--- src/rtl/hex_display_scanner_if.sv ---
// Bundle between user-logic digit registers and the scanned display pins.
// The master side supplies digits; the slave side is the scanner.
interface hex_display_scanner_if #(
    parameter int N_DIGITS = 4
);
    localparam int IDX_W = (N_DIGITS > 1) ? $clog2(N_DIGITS) : 1;

    logic                    en;
    logic [4*N_DIGITS-1:0]   digits;
    logic [N_DIGITS-1:0]     blank;
    logic [6:0]              seg;
    logic [N_DIGITS-1:0]     gate;
    logic [IDX_W-1:0]        digit_idx;
    logic                    frame_tick;

    modport master (
        output en,
        output digits,
        output blank,
        input  seg,
        input  gate,
        input  digit_idx,
        input  frame_tick
    );

    modport slave (
        input  en,
        input  digits,
        input  blank,
        output seg,
        output gate,
        output digit_idx,
        output frame_tick
    );
endinterface

--- src/rtl/hex_display_scanner.sv ---
// Time-multiplexed N-digit hex seven-segment scanner with dead time,
// per-digit blanking and a frame strobe; all outputs are registered.
module hex_display_scanner #(
    parameter int N_DIGITS    = 4,
    parameter int DIV_COUNT   = 50000,
    parameter int DEAD_CYCLES = 4
) (
    input  logic clk,
    input  logic reset,
    hex_display_scanner_if.slave bus
);
    localparam int IDX_W = (N_DIGITS > 1) ? $clog2(N_DIGITS) : 1;
    localparam int CNT_SPAN = DIV_COUNT + DEAD_CYCLES;
    localparam int CNT_W = (CNT_SPAN > 1) ? $clog2(CNT_SPAN) : 1;
    localparam int DEAD_LAST = (DEAD_CYCLES > 0) ? DEAD_CYCLES - 1 : 0;

    localparam logic [IDX_W-1:0] LAST_IDX = IDX_W'(N_DIGITS - 1);
    localparam logic [CNT_W-1:0] SHOW_END = CNT_W'(DIV_COUNT - 1);
    localparam logic [CNT_W-1:0] DEAD_END = CNT_W'(DEAD_LAST);
    localparam logic [6:0]       SEG_OFF  = 7'h7F;

    typedef enum logic [1:0] {
        IDLE,
        SHOW,
        DEAD
    } state_t;

    state_t                state_q, state_d;
    logic [CNT_W-1:0]      cnt_q, cnt_d;
    logic [IDX_W-1:0]      idx_q, idx_d;
    logic [3:0]            nib_q, nib_d;
    logic                  blk_q, blk_d;
    logic [6:0]            seg_q, seg_d;
    logic [N_DIGITS-1:0]   gate_q, gate_d;
    logic                  tick_q, tick_d;
    logic                  load;
    logic [3:0]            sel_nib;
    logic                  sel_blk;

    function automatic logic [6:0] hex7(input logic [3:0] n);
        logic [6:0] s;
        case (n)
            4'h0: s = 7'b1000000;
            4'h1: s = 7'b1111001;
            4'h2: s = 7'b0100100;
            4'h3: s = 7'b0110000;
            4'h4: s = 7'b0011001;
            4'h5: s = 7'b0010010;
            4'h6: s = 7'b0000010;
            4'h7: s = 7'b1111000;
            4'h8: s = 7'b0000000;
            4'h9: s = 7'b0010000;
            4'hA: s = 7'b0001000;
            4'hB: s = 7'b0000011;
            4'hC: s = 7'b1000110;
            4'hD: s = 7'b0100001;
            4'hE: s = 7'b0000110;
            default: s = 7'b0001110;
        endcase
        return s;
    endfunction

    always_comb begin
        state_d = state_q;
        cnt_d   = cnt_q;
        idx_d   = idx_q;
        load    = 1'b0;
        tick_d  = 1'b0;
        if (!bus.en) begin
            state_d = IDLE;
            cnt_d   = '0;
            idx_d   = '0;
        end else begin
            unique case (state_q)
                IDLE: begin
                    state_d = SHOW;
                    cnt_d   = '0;
                    idx_d   = '0;
                    load    = 1'b1;
                end
                SHOW: begin
                    if (cnt_q == SHOW_END) begin
                        cnt_d  = '0;
                        idx_d  = (idx_q == LAST_IDX) ? '0
                                                     : idx_q + IDX_W'(1);
                        tick_d = (idx_q == LAST_IDX);
                        if (DEAD_CYCLES == 0) begin
                            state_d = SHOW;
                            load    = 1'b1;
                        end else begin
                            state_d = DEAD;
                        end
                    end else begin
                        cnt_d = cnt_q + CNT_W'(1);
                    end
                end
                DEAD: begin
                    if (cnt_q == DEAD_END) begin
                        cnt_d   = '0;
                        state_d = SHOW;
                        load    = 1'b1;
                    end else begin
                        cnt_d = cnt_q + CNT_W'(1);
                    end
                end
                default: state_d = IDLE;
            endcase
        end
    end

    // Inputs are captured only when a slot opens, so a digit never glitches.
    always_comb begin
        sel_nib = '0;
        sel_blk = 1'b0;
        for (int i = 0; i < N_DIGITS; i++) begin
            if (idx_d == IDX_W'(i)) begin
                sel_nib = bus.digits[4*i +: 4];
                sel_blk = bus.blank[i];
            end
        end
        nib_d = load ? sel_nib : nib_q;
        blk_d = load ? sel_blk : blk_q;
    end

    always_comb begin
        gate_d = '0;
        seg_d  = SEG_OFF;
        if (state_d == SHOW) begin
            for (int i = 0; i < N_DIGITS; i++) begin
                gate_d[i] = (idx_d == IDX_W'(i));
            end
            seg_d = blk_d ? SEG_OFF : hex7(nib_d);
        end
    end

    always_ff @(posedge clk or posedge reset) begin
        if (reset) begin
            state_q <= IDLE;
            cnt_q   <= '0;
            idx_q   <= '0;
            nib_q   <= '0;
            blk_q   <= 1'b0;
            seg_q   <= SEG_OFF;
            gate_q  <= '0;
            tick_q  <= 1'b0;
        end else begin
            state_q <= state_d;
            cnt_q   <= cnt_d;
            idx_q   <= idx_d;
            nib_q   <= nib_d;
            blk_q   <= blk_d;
            seg_q   <= seg_d;
            gate_q  <= gate_d;
            tick_q  <= tick_d;
        end
    end

    assign bus.seg        = seg_q;
    assign bus.gate       = gate_q;
    assign bus.digit_idx  = idx_q;
    assign bus.frame_tick = tick_q;
endmodule
--- src/flat_wrapper.sv ---
// flat-port wrapper written by rule: the top's interface ports become plain ports
module hex_display_scanner_flat 
#(
    parameter int N_DIGITS    = 4,
    parameter int DIV_COUNT   = 50000,
    parameter int DEAD_CYCLES = 4
)
  (clk, reset, bus_en, bus_digits, bus_blank, bus_seg, bus_gate, bus_digit_idx, bus_frame_tick);
  hex_display_scanner_if #(.N_DIGITS(N_DIGITS)) bus_i ();
  input  logic clk;
  input  logic reset;
  input wire logic [$bits(bus_i.en)-1:0] bus_en;
  input wire logic [$bits(bus_i.digits)-1:0] bus_digits;
  input wire logic [$bits(bus_i.blank)-1:0] bus_blank;
  output wire logic [$bits(bus_i.seg)-1:0] bus_seg;
  output wire logic [$bits(bus_i.gate)-1:0] bus_gate;
  output wire logic [$bits(bus_i.digit_idx)-1:0] bus_digit_idx;
  output wire logic [$bits(bus_i.frame_tick)-1:0] bus_frame_tick;
  assign bus_i.en = bus_en;
  assign bus_i.digits = bus_digits;
  assign bus_i.blank = bus_blank;
  assign bus_seg = bus_i.seg;
  assign bus_gate = bus_i.gate;
  assign bus_digit_idx = bus_i.digit_idx;
  assign bus_frame_tick = bus_i.frame_tick;
  hex_display_scanner #(.N_DIGITS(N_DIGITS), .DIV_COUNT(DIV_COUNT), .DEAD_CYCLES(DEAD_CYCLES)) u_core (.clk(clk), .reset(reset), .bus(bus_i));
endmodule
--- config.mk ---
export PLATFORM = sky130hd
export DESIGN_NAME = hex_display_scanner_flat
export DESIGN_NICKNAME = d
export VERILOG_FILES = /design/src/rtl/hex_display_scanner_if.sv /design/src/rtl/hex_display_scanner.sv /design/src/flat_wrapper.sv
export SDC_FILE = /design/constraint.sdc
export NUM_CORES = 1
export LEC_CHECK = 0
export CORE_AREA = 2 2 71 73
export CTS_CLUSTER_SIZE = 20
export DETAILED_ROUTE_END_ITERATION = 6
export DIE_AREA = 0 0 73 75
export PLACE_DENSITY_LB_ADDON = 0.2
export SYNTH_ARGS = -nofsm -noshare
export SYNTH_HDL_FRONTEND = slang
export SYNTH_SLANG_ARGS = --single-unit
--- constraint.sdc ---
create_clock -name clk -period 5.1 [get_ports clk]
set_clock_uncertainty 0.1 [all_clocks]
set_input_delay 0.51 -clock clk [delete_from_list [all_inputs] [get_ports clk]]
set_output_delay 0.51 -clock clk [all_outputs]
set_load 0.02 [all_outputs]
Word-level counts from Yosys, hierarchy flattened

Memories as Yosys holds them, arrays and structs flattened.
Index checks and enable logic that the tools add are counted.

Register bits after elaboration: 37
Bits in read-only memories: 112
Input bits: 23
Output and inout port bits: 14
Logic and storage cells: 54
Memories kept: 1

Memories:

| memory           | words | bits a word | read ports | clocked after memory_dff | wr ports | RTL line                  | text |
|---|---|---|---|---|---|---|---|
| (name not given) | 16    | 7           | 1          | 0                        | 0        | hex_display_scanner.sv:42 | `case (n)` |

Add/sub/neg operators: 2
Eq/ne operators: 10
Multiplexer cells: 31
Reduce and logical (&&, ||, !) cells: 2

Operators by type and width:

| cell                                                                   | count |
|---|---|
| 16-bit 2-to-1 mux                                                      | 3 |
| 16-bit case mux with 3 select lines                                    | 1 |
| 4-bit 2-to-1 mux                                                       | 6 |
| 16-bit by 1-bit adder with 16-bit output, second input constant        | 1 |
| 16-bit equality test, second input constant                            | 1 |
| 16-bit by 2-bit equality test with 1-bit output, second input constant | 1 |
| 7-bit 2-to-1 mux                                                       | 2 |
| 2-bit 2-to-1 mux                                                       | 6 |
| 1-bit 2-to-1 mux                                                       | 10 |
| 2-bit equality test, second input constant                             | 4 |
| 2-bit by 1-bit equality test with 1-bit output, second input constant  | 3 |
| 2-bit case mux with 3 select lines                                     | 1 |
| 2-bit logical NOT                                                      | 2 |
| 4-bit by 1-bit != test with 1-bit output, second input constant        | 1 |
| 2-bit case mux with 2 select lines                                     | 1 |
| 2-bit by 1-bit adder with 2-bit output, second input constant          | 1 |
| 1-bit case mux with 2 select lines                                     | 1 |

Depth between registers and ports, before layout

An unclocked memory read counts as a cell.

Depth after elaboration: 14
Depth in mapped cells: 16
Mapped depth without buffers: 16

Worst setup path before layout

No wires, ideal clock.

Kind: register to register
From: reg u_core.state_q[1]
To: reg u_core.seg_q[3] (netlist: u_core.bus.seg[3])
Library setup time: 0.104 ns
Arrival: 3.746 ns
Data required time: 4.896 ns
Path slack: 1.150 ns
Cell stages (with the launch flop): 15
Buffers on the path: 0
Clock period less this slack: 3.950 ns
Path through: dfrtp_1 inv_1 ha_1 or4b_2 nor4_4 mux2_2 inv_2 mux2i_1 o21ai_0 a21oi_1 inv_1 ha_1 o41ai_1 or3_2 o211ai_1

Longest elaborated chain between the ends: 12
Elaborated cells on any way between the ends: 29
Classes of those cells: eq/ne: 6; mux: 20; reduce/logical: 2; memory: 1

Ends and longest elaborated chain:

| what                                                                                       | RTL line                   | text |
|---|---|---|
| start, declared                                                                            | hex_display_scanner.sv:28  | `state_t state_q, state_d;` |
| start signal, assigned                                                                     | hex_display_scanner.sv:147 | `state_q <= state_d;` |
| 2-bit by 1-bit equality test with 1-bit output / 2-bit logical NOT (equally long branches) | hex_display_scanner.sv:74  | `unique case (state_q)` |
| 2-bit case mux with 2 select lines *                                                       | hex_display_scanner.sv:74  |  |
| 2-bit 2-to-1 mux *                                                                         | hex_display_scanner.sv:69  | `if (!bus.en) begin` |
| via u_core.idx_d[1]                                                                        | hex_display_scanner.sv:30  | `logic [IDX_W-1:0] idx_q, idx_d;` |
| 2-bit logical NOT                                                                          | hex_display_scanner.sv:116 | `if (idx_d == IDX_W'(i)) begin` |
| 4-bit 2-to-1 mux (3 in series)                                                             | hex_display_scanner.sv:116 |  |
| 4-bit 2-to-1 mux *                                                                         | hex_display_scanner.sv:116 |  |
| 4-bit 2-to-1 mux *                                                                         | hex_display_scanner.sv:121 | `nib_d = load ? sel_nib : nib_q;` |
| via u_core.nib_d[1]                                                                        | hex_display_scanner.sv:31  | `logic [3:0] nib_q, nib_d;` |
| memory 16 x 7 bit *                                                                        | --                         |  |
| 7-bit 2-to-1 mux *                                                                         | hex_display_scanner.sv:132 | `seg_d = blk_d ? SEG_OFF : hex7(nib_d);` |
| 7-bit 2-to-1 mux *                                                                         | hex_display_scanner.sv:128 | `if (state_d == SHOW) begin` |
| via u_core.seg_d[3]                                                                        | hex_display_scanner.sv:33  | `logic [6:0] seg_q, seg_d;` |
| end signal, assigned                                                                       | hex_display_scanner.sv:152 | `seg_q <= seg_d;` |
| end, declared                                                                              | hex_display_scanner.sv:33  |  |

The timed path passes the listed nets; every way through them passes the cells marked *.
A chain may end at the register's enable or synchronous reset.

Final worst setup path

Ends and elaborated chain as after synthesis.

==> run_results.csv <==
group,metric,value,unit
status,status,"finished clean",
global_route,antenna_found_initial,0,
route,antenna_left,0,
route,wl,5720,um
hold_path,min_to,"u_core.cnt_q[15]",
sta,rsz0062_at_grt,"no",
clocking,ctsResizeCount,0,
clocking,path_clk_slew,0.08,ns
sta,fin_crit_sh,85.5,%
sta,tightest_slew,0.963,ns
finish,antenna_cells,0,
sta,hold_viol_final,0,
sta,maxSlewHeadroom,35.2,%
finish,fin_nets,326,
setup_path,r2r-start,"u_core.state_q[1]",
route,vias,2098,
setup_path,r2r-end,"u_core.bus.seg[3]",
synth,synth_top_area_share,30.7,%
synth,netlist_top_cells_count,"dfrtp_1 (30), nand2_1 (21), nor2_1 (18), ha_1 (13), mux2i_1 (13)",
clocking,cts-root-buf,"clkbuf_8",
synth,synth_cells,249,
route,wire_per_inst,16.6,um
finish,syn2layout_area_growth,21.0,%
setup_path,r2r_cells,13,
synth,synth_enable_flop_cells,0,
synth,synth_cell_types,63,
finish,final_area,0.00296,mm2
synth,synthFlopType,"dfrtp_1",
route,drt-vias-per-instance,6.08,
placement,dpl_cell_area,0.00285,mm2
floorplanning,rows,25,
sta,final-max-slew-violation-count,0,
clocking,clock-sinks,37,
synth,ys_seq_elements,37,
synth,synth_top_area_cell,"dfrtp_1",
setup_path,worstSetupEndpointType,"flop",
global_route,grt_pass1_wl,9870,um
finish,drive_gt1_share,15.5,%
pwr,leakagePower,1.22,nW
floorplanning,core,0.00466,mm2
clocking,cts-buffers-inserted,5,
setup_path,crit_chain,"inv_1 > ha_1 > or4b_2 > nor4_4 > mux2_2 > inv_2 > mux2i_1 > o211ai_1 > inv_1 > ha_1 > o311a_1 > or3_2 > o211ai_1",
synth,synth_area_per_cell,9.83,um2
synth,syn-num-nets,285,
flow_run,cap_violations,0,
global_route,grt_pass1_vias,2073,
setup_path,crit_required,5.21,ns
floorplanning,die_x,73,um
clocking,clockBufferDepth,2,
placement,post-dp-hpwl,4270,um
placement,dp_slack,0.754,ns
setup_path,path_max_fanout,8,
setup_path,critical_path_class,"reg -> reg",
synth,async_flop_share,100,%
setup_path,crit_arrival,4.46,ns
placement,gp_congestion,0.834,
floorplanning,ios,37,
setup_path,start_kind,"flop",
hold_path,hp-start,"u_core.cnt_q[15]",
synth,netlist_area,0.00245,mm2
sta,period_minus_slack,4.36,ns
clocking,cts_tree,"yes",
hold_path,min_path_cells,1,
global_route,grt_overflow,0,
clocking,cts_max_level,2,
synth,synth_most_common_cell,"dfrtp_1",
floorplanning,initial_utilization,52.5,%
sta,final-setup-viol-count,0,
floorplanning,fp.dieArea,0.00548,mm2
sta,finalSetupTns,0,ns
route,drt_pass1_iterations,5,
clocking,ctsHoldBuffers,0,
route,drtIter0Drc,113,
pwr,vdd_drop_max,0.000149,V
hold_path,holdCritPathClass,"reg -> reg",
clocking,clk_latency,0.29,ns
synth,yosys_warnings,0,
route,drc,0,
setup_path,max_stage_delay,0.64,ns
placement,numPortBuffers,36,
setup_path,cp_slowest_cell,"or4b_2",
synth,synth_seq_area_share,38.2,%
pwr,power_density,246,mW/mm2
global_route,grt_max_degree,38,
setup_path,r2r_setup_slack,0.74,ns
sta,fin_ws,0.742,ns
floorplanning,die_h,75,um
clocking,cts_setup_buffers,0,
synth,ys_top_cells_by_area,"dfrtp_1 (31%), dfstp_2 (7.5%), ha_1 (6.6%), mux2i_1 (5.3%), nand2_1 (3.2%)",
global_route,track_usage,23.2,%
sta,fmax,229,MHz
==> state kept, by name, indices dropped and copies added (netlist names) <==
| register | flops |
|---|---|
| u_core.blk_q | 1 |
| u_core.bus.digit_idx | 2 |
| u_core.bus.frame_tick | 1 |
| u_core.bus.gate | 4 |
| u_core.bus.seg | 7 |
| u_core.cnt_q | 16 |
| u_core.nib_q | 4 |
| u_core.state_q | 2 |
==> cell type report <==
class	instances	area, um2
Clock buffer	5	68.8
Clock inverter	3	46.3
Fill cell	401	1700
Inverter	12	47.5
Multi-Input combinational cell	194	1410
Sequential cell	37	935
Tap cell	54	67.6
Timing Repair Buffer	40	390
==> cells in the final DEF (no fill, tap or decap), drive strengths merged, types with 2 or more instances in the layout <==
cell	count
clkbuf	5
and2	3
dfrtp	30
nand4	9
nor4	2
a2111o	2
or3	4
buf	4
o41ai	3
xor2	8
and3	6
nor2b	4
dfstp	7
o21ba	2
nor3	5
o31ai	3
nand3	11
clkdlybuf4s50	36
nand2	21
o311ai	2
inv	12
o221ai	4
a31oi	4
or4b	4
a211oi	2
or4	3
nand2b	3
o211ai	4
ha	13
o21ai	12
a32oi	2
mux2i	13
mux2	4
a21oi	7
or2b	2
xnor2	2
nor2	18
==> critical path, delay by kind of cell, from the launching register on <==
family | cells | cell delay [ns]
AO/OA/AOI/OAI | 3 | 0.76
adder cells (fa/ha/maj) | 2 | 0.62
buffers and inverters | 3 | 0.44
flip-flops | 1 | 0.42
multiplexers | 2 | 0.52
AND/OR/NAND/NOR | 3 | 1.42
==> routing by layer <==
layer	wire length (um)	global-route usage [%]
met4	51	7.41
met2	2900	40.4
met1	2560	29.5
met3	215	3.61
met5	0	0
==> worst max-delay path by stage <==
stage                           start                end  slack, ns  cells past startpoint
detailed placement  u_core.state_q[1]  u_core.bus.seg[3]       0.75                     13
global placement    u_core.state_q[1]  u_core.bus.seg[3]       0.92                     13
finish              u_core.state_q[1]  u_core.bus.seg[3]       0.74                     13
floorplan           u_core.state_q[1]  u_core.bus.seg[3]       1.15                     14
global route        u_core.state_q[1]  u_core.bus.seg[3]       0.40                     13
CTS                 u_core.state_q[1]  u_core.bus.seg[3]       0.72                     13
==> metrics by stage <==
step | hold WS, ns | utilization [%] | total power, mW | instances
after floorplan | 0.358 | - | 0.419 | 249
after global placement | 0.395 | 61.1 | 0.472 | 337
after detailed placement | 0.399 | 61.1 | 0.472 | 337
after CTS | 0.413 | 63.5 | 0.737 | 345
after global routing | 0.456 | 63.5 | 0.765 | 345
final | 0.410 | 63.5 | 0.728 | 345
==> logic make-up (layout without fill, tap and decap cells) <==
logic type               count (synthesis)  in the layout  share of synthesized area, %
AND/OR/NAND/NOR                        100            100                          23.2
flip-flops                              37             37                          38.2
AO/OA/AOI/OAI                           54             54                          16.8
adder cells (fa/ha/maj)                 13             13                          6.65
buffers and inverters                   18             60                          4.35
XOR/XNOR                                10             10                          3.58
multiplexers                            17             17                          7.31
==> power by group <==
| group | switching [mW] | internal (mW) |
|---|---|---|
| Clock | 0.114 | 0.146 |
| Combinational | 0.0832 | 0.0687 |
| Sequential | 0.00582 | 0.310 |
| Total | 0.203 | 0.525 |
(Power assumes the default switching activity.)
